==> src/rtl/tube_pkg.sv <==
// rtl/tube_pkg.sv - shared types and constants for the Tube access sequencer
//
// Contents:
//   tube_state_e   : bus-cycle sequencer states
//   TUBE_BASE_ADR  : default match value for ADR[15:4] (&FA8x window)
//   CNT_W          : width of the phase-length down-counter
//   in_bus_cycle() : true while the Tube bus is owned (CS_B low)
package tube_pkg;

    typedef enum logic [2:0] {
        IDLE   = 3'd0,
        SETUP  = 3'd1,
        STROBE = 3'd2,
        HOLD   = 3'd3,
        DONE   = 3'd4
    } tube_state_e;

    localparam logic [11:0] TUBE_BASE_ADR = 12'hFA8;
    localparam int          CNT_W         = 4;

    // CS_B is low from the first SETUP cycle through the single HOLD cycle.
    function automatic logic in_bus_cycle(input tube_state_e s);
        return (s == SETUP) || (s == STROBE) || (s == HOLD);
    endfunction

endpackage

==> src/rtl/sync2.sv <==
// rtl/sync2.sv - generic two-flop synchroniser for a single asynchronous bit
//
// Ports:
//   clk     : destination clock
//   resetn  : synchronous active-low reset, loads RESET_VAL into both stages
//   d       : asynchronous input
//   q       : synchronised output (second stage)
module sync2 #(
    parameter logic RESET_VAL = 1'b0
) (
    input  logic clk,
    input  logic resetn,
    input  logic d,
    output logic q
);

    logic meta_q;
    logic sync_q;
    logic meta_d;
    logic sync_d;

    always_comb begin
        meta_d = d;
        sync_d = meta_q;
    end

    always_ff @(posedge clk) begin
        if (!resetn) begin
            meta_q <= RESET_VAL;
            sync_q <= RESET_VAL;
        end else begin
            meta_q <= meta_d;
            sync_q <= sync_d;
        end
    end

    assign q = sync_q;

endmodule

==> src/rtl/tube_access_ctrl.sv <==
// rtl/tube_access_ctrl.sv - Z80 I/O window to 6502-style Tube bus cycle sequencer
//
// Turns a Z80 IN/OUT to the BASE_ADR window into one Tube cycle: CS_B low for
// PHI1_CYCLES of setup, PHI2 high for PHI2_HI_CYCLES, then one hold cycle.
// The Z80 is stretched with WAIT_B until the hold cycle has completed.
//
// Ports:
//   CLK, RESET_B            : clock, synchronous active-low reset
//   ADR, IOREQ_B, RD_B,
//   WR_B, M1_B, DATA_IN     : Z80 bus inputs (synchronous to CLK)
//   DATA_OUT, DATA_OE       : read data back to the Z80 and its drive enable
//   WAIT_B                  : Z80 wait request (combinational from decode)
//   INT_OE                  : open-drain enable for Z80 INT_B
//   TUBE_INT_B              : asynchronous Tube interrupt, active low
//   TUBE_ADR, TUBE_RNW,
//   TUBE_PHI2, TUBE_CS_B    : registered Tube control outputs
//   TUBE_DIN, TUBE_DOUT,
//   TUBE_DOE                : Tube data in, write data out and its drive enable
module tube_access_ctrl
    import tube_pkg::*;
#(
    parameter int          PHI1_CYCLES    = 2,
    parameter int          PHI2_HI_CYCLES = 2,
    parameter logic [11:0] BASE_ADR       = TUBE_BASE_ADR
) (
    input  logic        CLK,
    input  logic        RESET_B,
    input  logic [15:0] ADR,
    input  logic        IOREQ_B,
    input  logic        RD_B,
    input  logic        WR_B,
    input  logic        M1_B,
    input  logic [7:0]  DATA_IN,
    output logic [7:0]  DATA_OUT,
    output logic        DATA_OE,
    output logic        WAIT_B,
    output logic        INT_OE,
    input  logic        TUBE_INT_B,
    output logic [2:0]  TUBE_ADR,
    output logic        TUBE_RNW,
    output logic        TUBE_PHI2,
    output logic        TUBE_CS_B,
    input  logic [7:0]  TUBE_DIN,
    output logic [7:0]  TUBE_DOUT,
    output logic        TUBE_DOE
);

    localparam logic [CNT_W-1:0] PHI1_LOAD = CNT_W'(PHI1_CYCLES - 1);
    localparam logic [CNT_W-1:0] PHI2_LOAD = CNT_W'(PHI2_HI_CYCLES - 1);

    tube_state_e      state_q, state_d;
    logic [CNT_W-1:0] cnt_q, cnt_d;
    logic             armed_q, armed_d;
    logic             is_write_q, is_write_d;
    logic [2:0]       adr_q, adr_d;
    logic [7:0]       dout_q, dout_d;
    logic [7:0]       data_out_q, data_out_d;
    logic             phi2_q, phi2_d;
    logic             cs_b_q, cs_b_d;
    logic             rnw_q, rnw_d;
    logic             doe_q, doe_d;

    logic hit;
    logic int_sync;
    logic in_cycle_next;

    // ADR[3] is a don't-care: the 16-byte window mirrors the eight Tube registers.
    logic unused_adr3;
    assign unused_adr3 = ADR[3];

    // M1_B low with IOREQ_B low is an interrupt acknowledge and must never hit.
    assign hit = !IOREQ_B && M1_B && (ADR[15:4] == BASE_ADR) && (!RD_B || !WR_B);

    always_comb begin
        state_d    = state_q;
        cnt_d      = cnt_q;
        is_write_d = is_write_q;
        adr_d      = adr_q;
        dout_d     = dout_q;
        data_out_d = data_out_q;
        // Arming on any IOREQ_B-high sample ignores a cycle already in flight
        // when reset is released.
        armed_d    = armed_q || IOREQ_B;

        case (state_q)
            IDLE: begin
                if (hit && armed_q) begin
                    state_d    = SETUP;
                    adr_d      = ADR[2:0];
                    dout_d     = DATA_IN;
                    is_write_d = !WR_B;
                    cnt_d      = PHI1_LOAD;
                end
            end
            SETUP: begin
                if (cnt_q == '0) begin
                    state_d = STROBE;
                    cnt_d   = PHI2_LOAD;
                end else begin
                    cnt_d = cnt_q - 1'b1;
                end
            end
            STROBE: begin
                // Runs to completion regardless of IOREQ_B so PHI2 is never cut short.
                if (cnt_q == '0) begin
                    if (!is_write_q) begin
                        data_out_d = TUBE_DIN;
                    end
                    state_d = HOLD;
                end else begin
                    cnt_d = cnt_q - 1'b1;
                end
            end
            HOLD: begin
                state_d = DONE;
            end
            DONE: begin
                if (IOREQ_B) begin
                    state_d = IDLE;
                end
            end
            default: begin
                state_d = IDLE;
            end
        endcase

        // Tube control pins are decoded from the next state so they change
        // cleanly on the same edge as the state register.
        in_cycle_next = in_bus_cycle(state_d);
        phi2_d        = (state_d == STROBE);
        cs_b_d        = !in_cycle_next;
        rnw_d         = in_cycle_next ? !is_write_d : 1'b1;
        doe_d         = is_write_d && ((state_d == STROBE) || (state_d == HOLD));
    end

    always_ff @(posedge CLK) begin
        if (!RESET_B) begin
            state_q    <= IDLE;
            cnt_q      <= '0;
            armed_q    <= 1'b0;
            is_write_q <= 1'b0;
            adr_q      <= '0;
            dout_q     <= '0;
            data_out_q <= '0;
            phi2_q     <= 1'b0;
            cs_b_q     <= 1'b1;
            rnw_q      <= 1'b1;
            doe_q      <= 1'b0;
        end else begin
            state_q    <= state_d;
            cnt_q      <= cnt_d;
            armed_q    <= armed_d;
            is_write_q <= is_write_d;
            adr_q      <= adr_d;
            dout_q     <= dout_d;
            data_out_q <= data_out_d;
            phi2_q     <= phi2_d;
            cs_b_q     <= cs_b_d;
            rnw_q      <= rnw_d;
            doe_q      <= doe_d;
        end
    end

    // Idle level of TUBE_INT_B is high, so the synchroniser resets to 1.
    sync2 #(
        .RESET_VAL(1'b1)
    ) u_int_sync (
        .clk    (CLK),
        .resetn (RESET_B),
        .d      (TUBE_INT_B),
        .q      (int_sync)
    );

    // Combinational so the Z80 sees wait in the same cycle the decode appears;
    // released in the first DONE cycle.
    assign WAIT_B = !(hit && armed_q &&
                      ((state_q == IDLE) || (state_q == SETUP) ||
                       (state_q == STROBE) || (state_q == HOLD)));

    // Drops as soon as the Z80 releases RD_B or IOREQ_B to avoid bus contention.
    assign DATA_OE = !is_write_q && ((state_q == HOLD) || (state_q == DONE)) &&
                     !IOREQ_B && !RD_B;

    assign DATA_OUT  = data_out_q;
    assign INT_OE    = !int_sync;
    assign TUBE_ADR  = adr_q;
    assign TUBE_RNW  = rnw_q;
    assign TUBE_PHI2 = phi2_q;
    assign TUBE_CS_B = cs_b_q;
    assign TUBE_DOUT = dout_q;
    assign TUBE_DOE  = doe_q;

endmodule

==> config.mk <==
export PLATFORM = sky130hd
export DESIGN_NAME = tube_access_ctrl
export DESIGN_NICKNAME = d
export VERILOG_FILES = /design/src/rtl/tube_pkg.sv /design/src/rtl/sync2.sv /design/src/rtl/tube_access_ctrl.sv
export SDC_FILE = /design/constraint.sdc
export NUM_CORES = 1
export LEC_CHECK = 0
export ABC_AREA = 1
export CAP_MARGIN = 20
export CORE_ASPECT_RATIO = 1.25
export CORE_MARGIN = 2
export CORE_UTILIZATION = 35
export DETAILED_ROUTE_END_ITERATION = 8
export PLACE_DENSITY = 0.77
export SLEW_MARGIN = 20
export SYNTH_ARGS = -nofsm -noshare
export SYNTH_HDL_FRONTEND = slang
export SYNTH_HIERARCHICAL = 1
export SYNTH_SLANG_ARGS = --single-unit
==> constraint.sdc <==
create_clock -name CLK -period 1.7 [get_ports CLK]
set_input_delay 0.255 -clock CLK [delete_from_list [all_inputs] [get_ports CLK]]
set_output_delay 0.255 -clock CLK [all_outputs]
set_load 0.05 [all_outputs]
==> impl_metrics.json <==
{
  "outcome": "complete, no violations",
  "first_iter_violations": 74,
  "finClkSkew_ns": 0.005904,
  "yosys_register_bits": 34,
  "postLayoutCoreUtil_pct": 58.61,
  "netlist_instances": 201,
  "clkSinkCount": 34,
  "num_vias": 1512,
  "finalHoldViolCount": 0,
  "timing.critical_path.arrival_ns": 1.36,
  "synth-xor-area-share_pct": 0.5814,
  "irDropWorstVdd_uv": 295.1,
  "num_antenna_cells": 0,
  "fp.dieW_um": 62.68,
  "clk_pin_slew_worst_paths_ns": 0.07,
  "yosysUniqueCellTypes": 25,
  "dieArea_mm2": 0.004848,
  "clock-root-buffer": "clkbuf_8",
  "critical_path_class": "reg2out",
  "viasPerCell": 4.527,
  "num-nets-final": 318,
  "stdcell_count": 334,
  "worstSkewPairLatency_ns": 0.28,
  "timing.critical_path.slowest_stage_cell": "dfxtp_4",
  "clock_tree.buffer_depth": 2,
  "area_growth_syn_to_layout_pct": 59.47,
  "p_switching_mw": 0.3339,
  "route.detailed.wl_per_inst_um": 10.57,
  "grt_setup_unrepaired": "false",
  "combinational_family_with_the_most_area_after_synthesis": "simple AND/OR/NAND/NOR gates",
  "met1_length_um": 1525,
  "synth_nets": 242,
  "synth_top_area_share_pct": 45.18,
  "crit_family": "flip-flops",
  "drc_errors": 0,
  "gr-total-overflow": 0,
  "ys_warn_count": 6,
  "worst-slew-pin-transition_ns": 0.5044,
  "drive_above_1_share_pct": 25.54,
  "setup-violations-final": 0,
  "cts-hold-fix-buffers": 0,
  "finalWeightedCongestion": 0.7761,
  "mapped_area_mm2": 0.001506,
  "period_minus_slack_ns": 1.619,
  "cts_tree": "built",
  "number_of_detailed_route_iterations_in_the_first_pass": 4,
  "global_route_wire_length_before_repair_um": 6210,
  "routed-wl-met3_um": 187,
  "die_height_um": 77.35,
  "timing.critical_path.buf_inv": 2,
  "power_leakage_nw": 1.150,
  "coreArea_mm2": 0.004099,
  "fmax_ghz": 0.6177,
  "nFillCells": 378,
  "post_synth_mux_area_share_pct": 0,
  "final.period_utilization_pct": 95.24,
  "antenna_left": 0,
  "adder_and_majority_gate_portion_of_the_synthesized_area_pct": 1.661,
  "timing.max_cap.violations": 0,
  "worstPathCellList": "a21oi_2, inv_2, o21ai_2, nor4_4, buf_12",
  "place.detailed.instances": 324,
  "largest_net_degree_at_the_start_of_global_routing": 24,
  "cts_buffer_count": 5,
  "synth.area.top_cells": "dfxtp_1, inv_1, nor2_1",
  "critical-path-max-stage-delay_ns": 0.39,
  "grt.total_usage_pct": 15.62,
  "slew_headroom_pct": 66.32,
  "sw_frac_of_total_pct": 21.59,
  "p_int_mw": 1.213,
  "starting_density_of_the_core_pct": 36.75,
  "worst-endpoint-required_ns": 1.44,
  "yosysSeqAreaShare_pct": 45.18,
  "min-delay-path-class": "in2reg",
  "post_synth_and_or_nand_nor_area_fraction_pct": 25.58,
  "cellPowerDensity_mw_per_mm2": 644.0,
  "setup.worst_path.start_class": "flop",
  "avgSynthCellArea_um2": 7.495,
  "complex_gate_fraction_of_the_synthesized_area_pct": 16.28,
  "fp-row-count": 26,
  "clockPowerShare_pct": 39.2,
  "place_hpwl_um": 2667,
  "report.final.slew_viol_count": 0,
  "crit_path_max_fanout": 4,
  "port-buffer-count": 63,
  "sequentialPowerShare_pct": 51.6,
  "dr.max_layer_used": "met4",
  "routed_wirelength_um": 3529,
  "tns_setup_ns": 0,
  "grt_antenna_before_repair": 0,
  "pin_count": 65,
  "yosysTopAreaCell": "dfxtp_1",
  "detailroute.wirelength.met2_um": 1775,
  "cts_max_level": 2,
  "total_power_mw": 1.547,
  "first_global_vias": 1443,
  "worst_setup_path_end_kind": "primary output",
  "combPwrFrac_pct": 9.2
}
-- tightest hold or removal path, delay by kind of cell --
kind	cells	cell delay, ns
buf+inv	2	0.24
compound gates	2	0.12
-- registers in the layout (all words and copies together) (netlist names) --
signal             count
TUBE_DOE               1
DATA_OUT               8
u_int_sync/meta_q      1
cnt_q                  4
TUBE_RNW               1
TUBE_ADR               3
TUBE_CS_B              1
armed_q                1
is_write_q             1
state_q                3
u_int_sync/q           1
TUBE_PHI2              1
TUBE_DOUT              8
-- power by group through the flow --
stage / sequential (mW) / combinational, mW / clock [mW]
6_report: 0.798 / 0.142 / 0.607
5_1_grt: 0.798 / 0.155 / 0.661
3_5_place_dp: 0.820 / 0.140 / 0
4_1_cts: 0.801 / 0.140 / 0.638
3_3_place_gp: 0.819 / 0.140 / 0
2_1_floorplan: 0.819 / 0.0335 / 0
-- routing by layer --
layer  up-vias  track usage (%)
met2        46            28.82
met5         -                0
met1       671            17.46
met3         5            4.058
li1        790                -
met4         0            4.667
-- logic make-up (layout without fill, tap and decap cells) --
| logic type | count (synthesis) | in the layout |
|---|---|---|
| XOR/XNOR | 1 | 1 |
| flip-flops | 34 | 34 |
| buffers and inverters | 39 | 116 |
| AO/OA/AOI/OAI | 43 | 43 |
| adder cells (fa/ha/maj) | 2 | 2 |
| AND/OR/NAND/NOR | 82 | 82 |
-- worst paths after layout --
path,slack (ns),from,to,cells after the start
max reg2reg,0.22,cnt_q[0]$_SDFFE_PN0P_,DATA_OUT[0]$_SDFFE_PN0P_,9
max,0.08,state_q[1]$_SDFF_PN0_,DATA_OE,5
min reg2reg,0.41,u_int_sync/meta_q$_SDFF_PN1_,u_int_sync/q$_SDFF_PN1_,2
min,0.36,WR_B,TUBE_RNW$_SDFF_PN1_,4
-- synthesized netlist by cell type --
master / number
a21oi_1: 16
a21oi_2: 5
buf_6: 2
clkbuf_1: 2
clkinv_1: 1
dfxtp_1: 34
ha_1: 2
inv_1: 31
inv_2: 3
nand2_1: 28
nand2_2: 1
nand3_1: 10
nand4_1: 1
nand4_4: 1
nor2_1: 30
nor2_2: 3
nor2_4: 2
nor3_1: 1
nor3_2: 1
nor3b_1: 2
nor4_1: 2
o21ai_0: 13
o21ai_1: 6
o21ai_2: 3
xor2_1: 1
-- placed cells by master (no fill, tap or decap), types with 2 or more instances in the layout --
cell type / count
dfxtp_1: 31
inv_1: 30
buf_4: 30
nor2_1: 29
nand2_1: 27
clkdlybuf4s50_1: 25
a21oi_1: 15
o21ai_0: 12
nand3_1: 10
dlymetal6s2s_1: 10
a21oi_2: 6
o21ai_1: 6
clkbuf_8: 6
dlygate4sd2_1: 5
nor2_4: 4
inv_2: 4
o21ai_2: 4
nor2_2: 2
nand2_2: 2
ha_1: 2
buf_12: 2
dfxtp_4: 2
-- layout make-up --
class	count	area [um^2]	share of cell area (%)
clock buffer	7	86.33	3.594
clock inverter	1	5.005	0.2083
inverter	35	131.4	5.469
multi-input combinational	128	724.4	30.16
sequential	34	689.4	28.70
tap	56	70.07	2.917
timing repair buffer	73	695.7	28.96
-- per-stage QoR --
step	worst slack [ns]	cell area, um^2	hold WS, ns
floorplan	0.2293	1521	0.3237
global placement	-0.09615	2220	0.3868
detailed placement	-0.1029	2220	0.3967
CTS	0.002612	2331	0.4167
global route	0.01025	2402	0.4078
finish	0.08096	2402	0.3647
-- what timing repair did --
action,CTS,global route
pin swaps,6,9
gates resized for setup,11,22
buffers inserted,0,2
endpoints found under the setup margin,2,5
No activity file was read; power rests on OpenSTA's default activity.
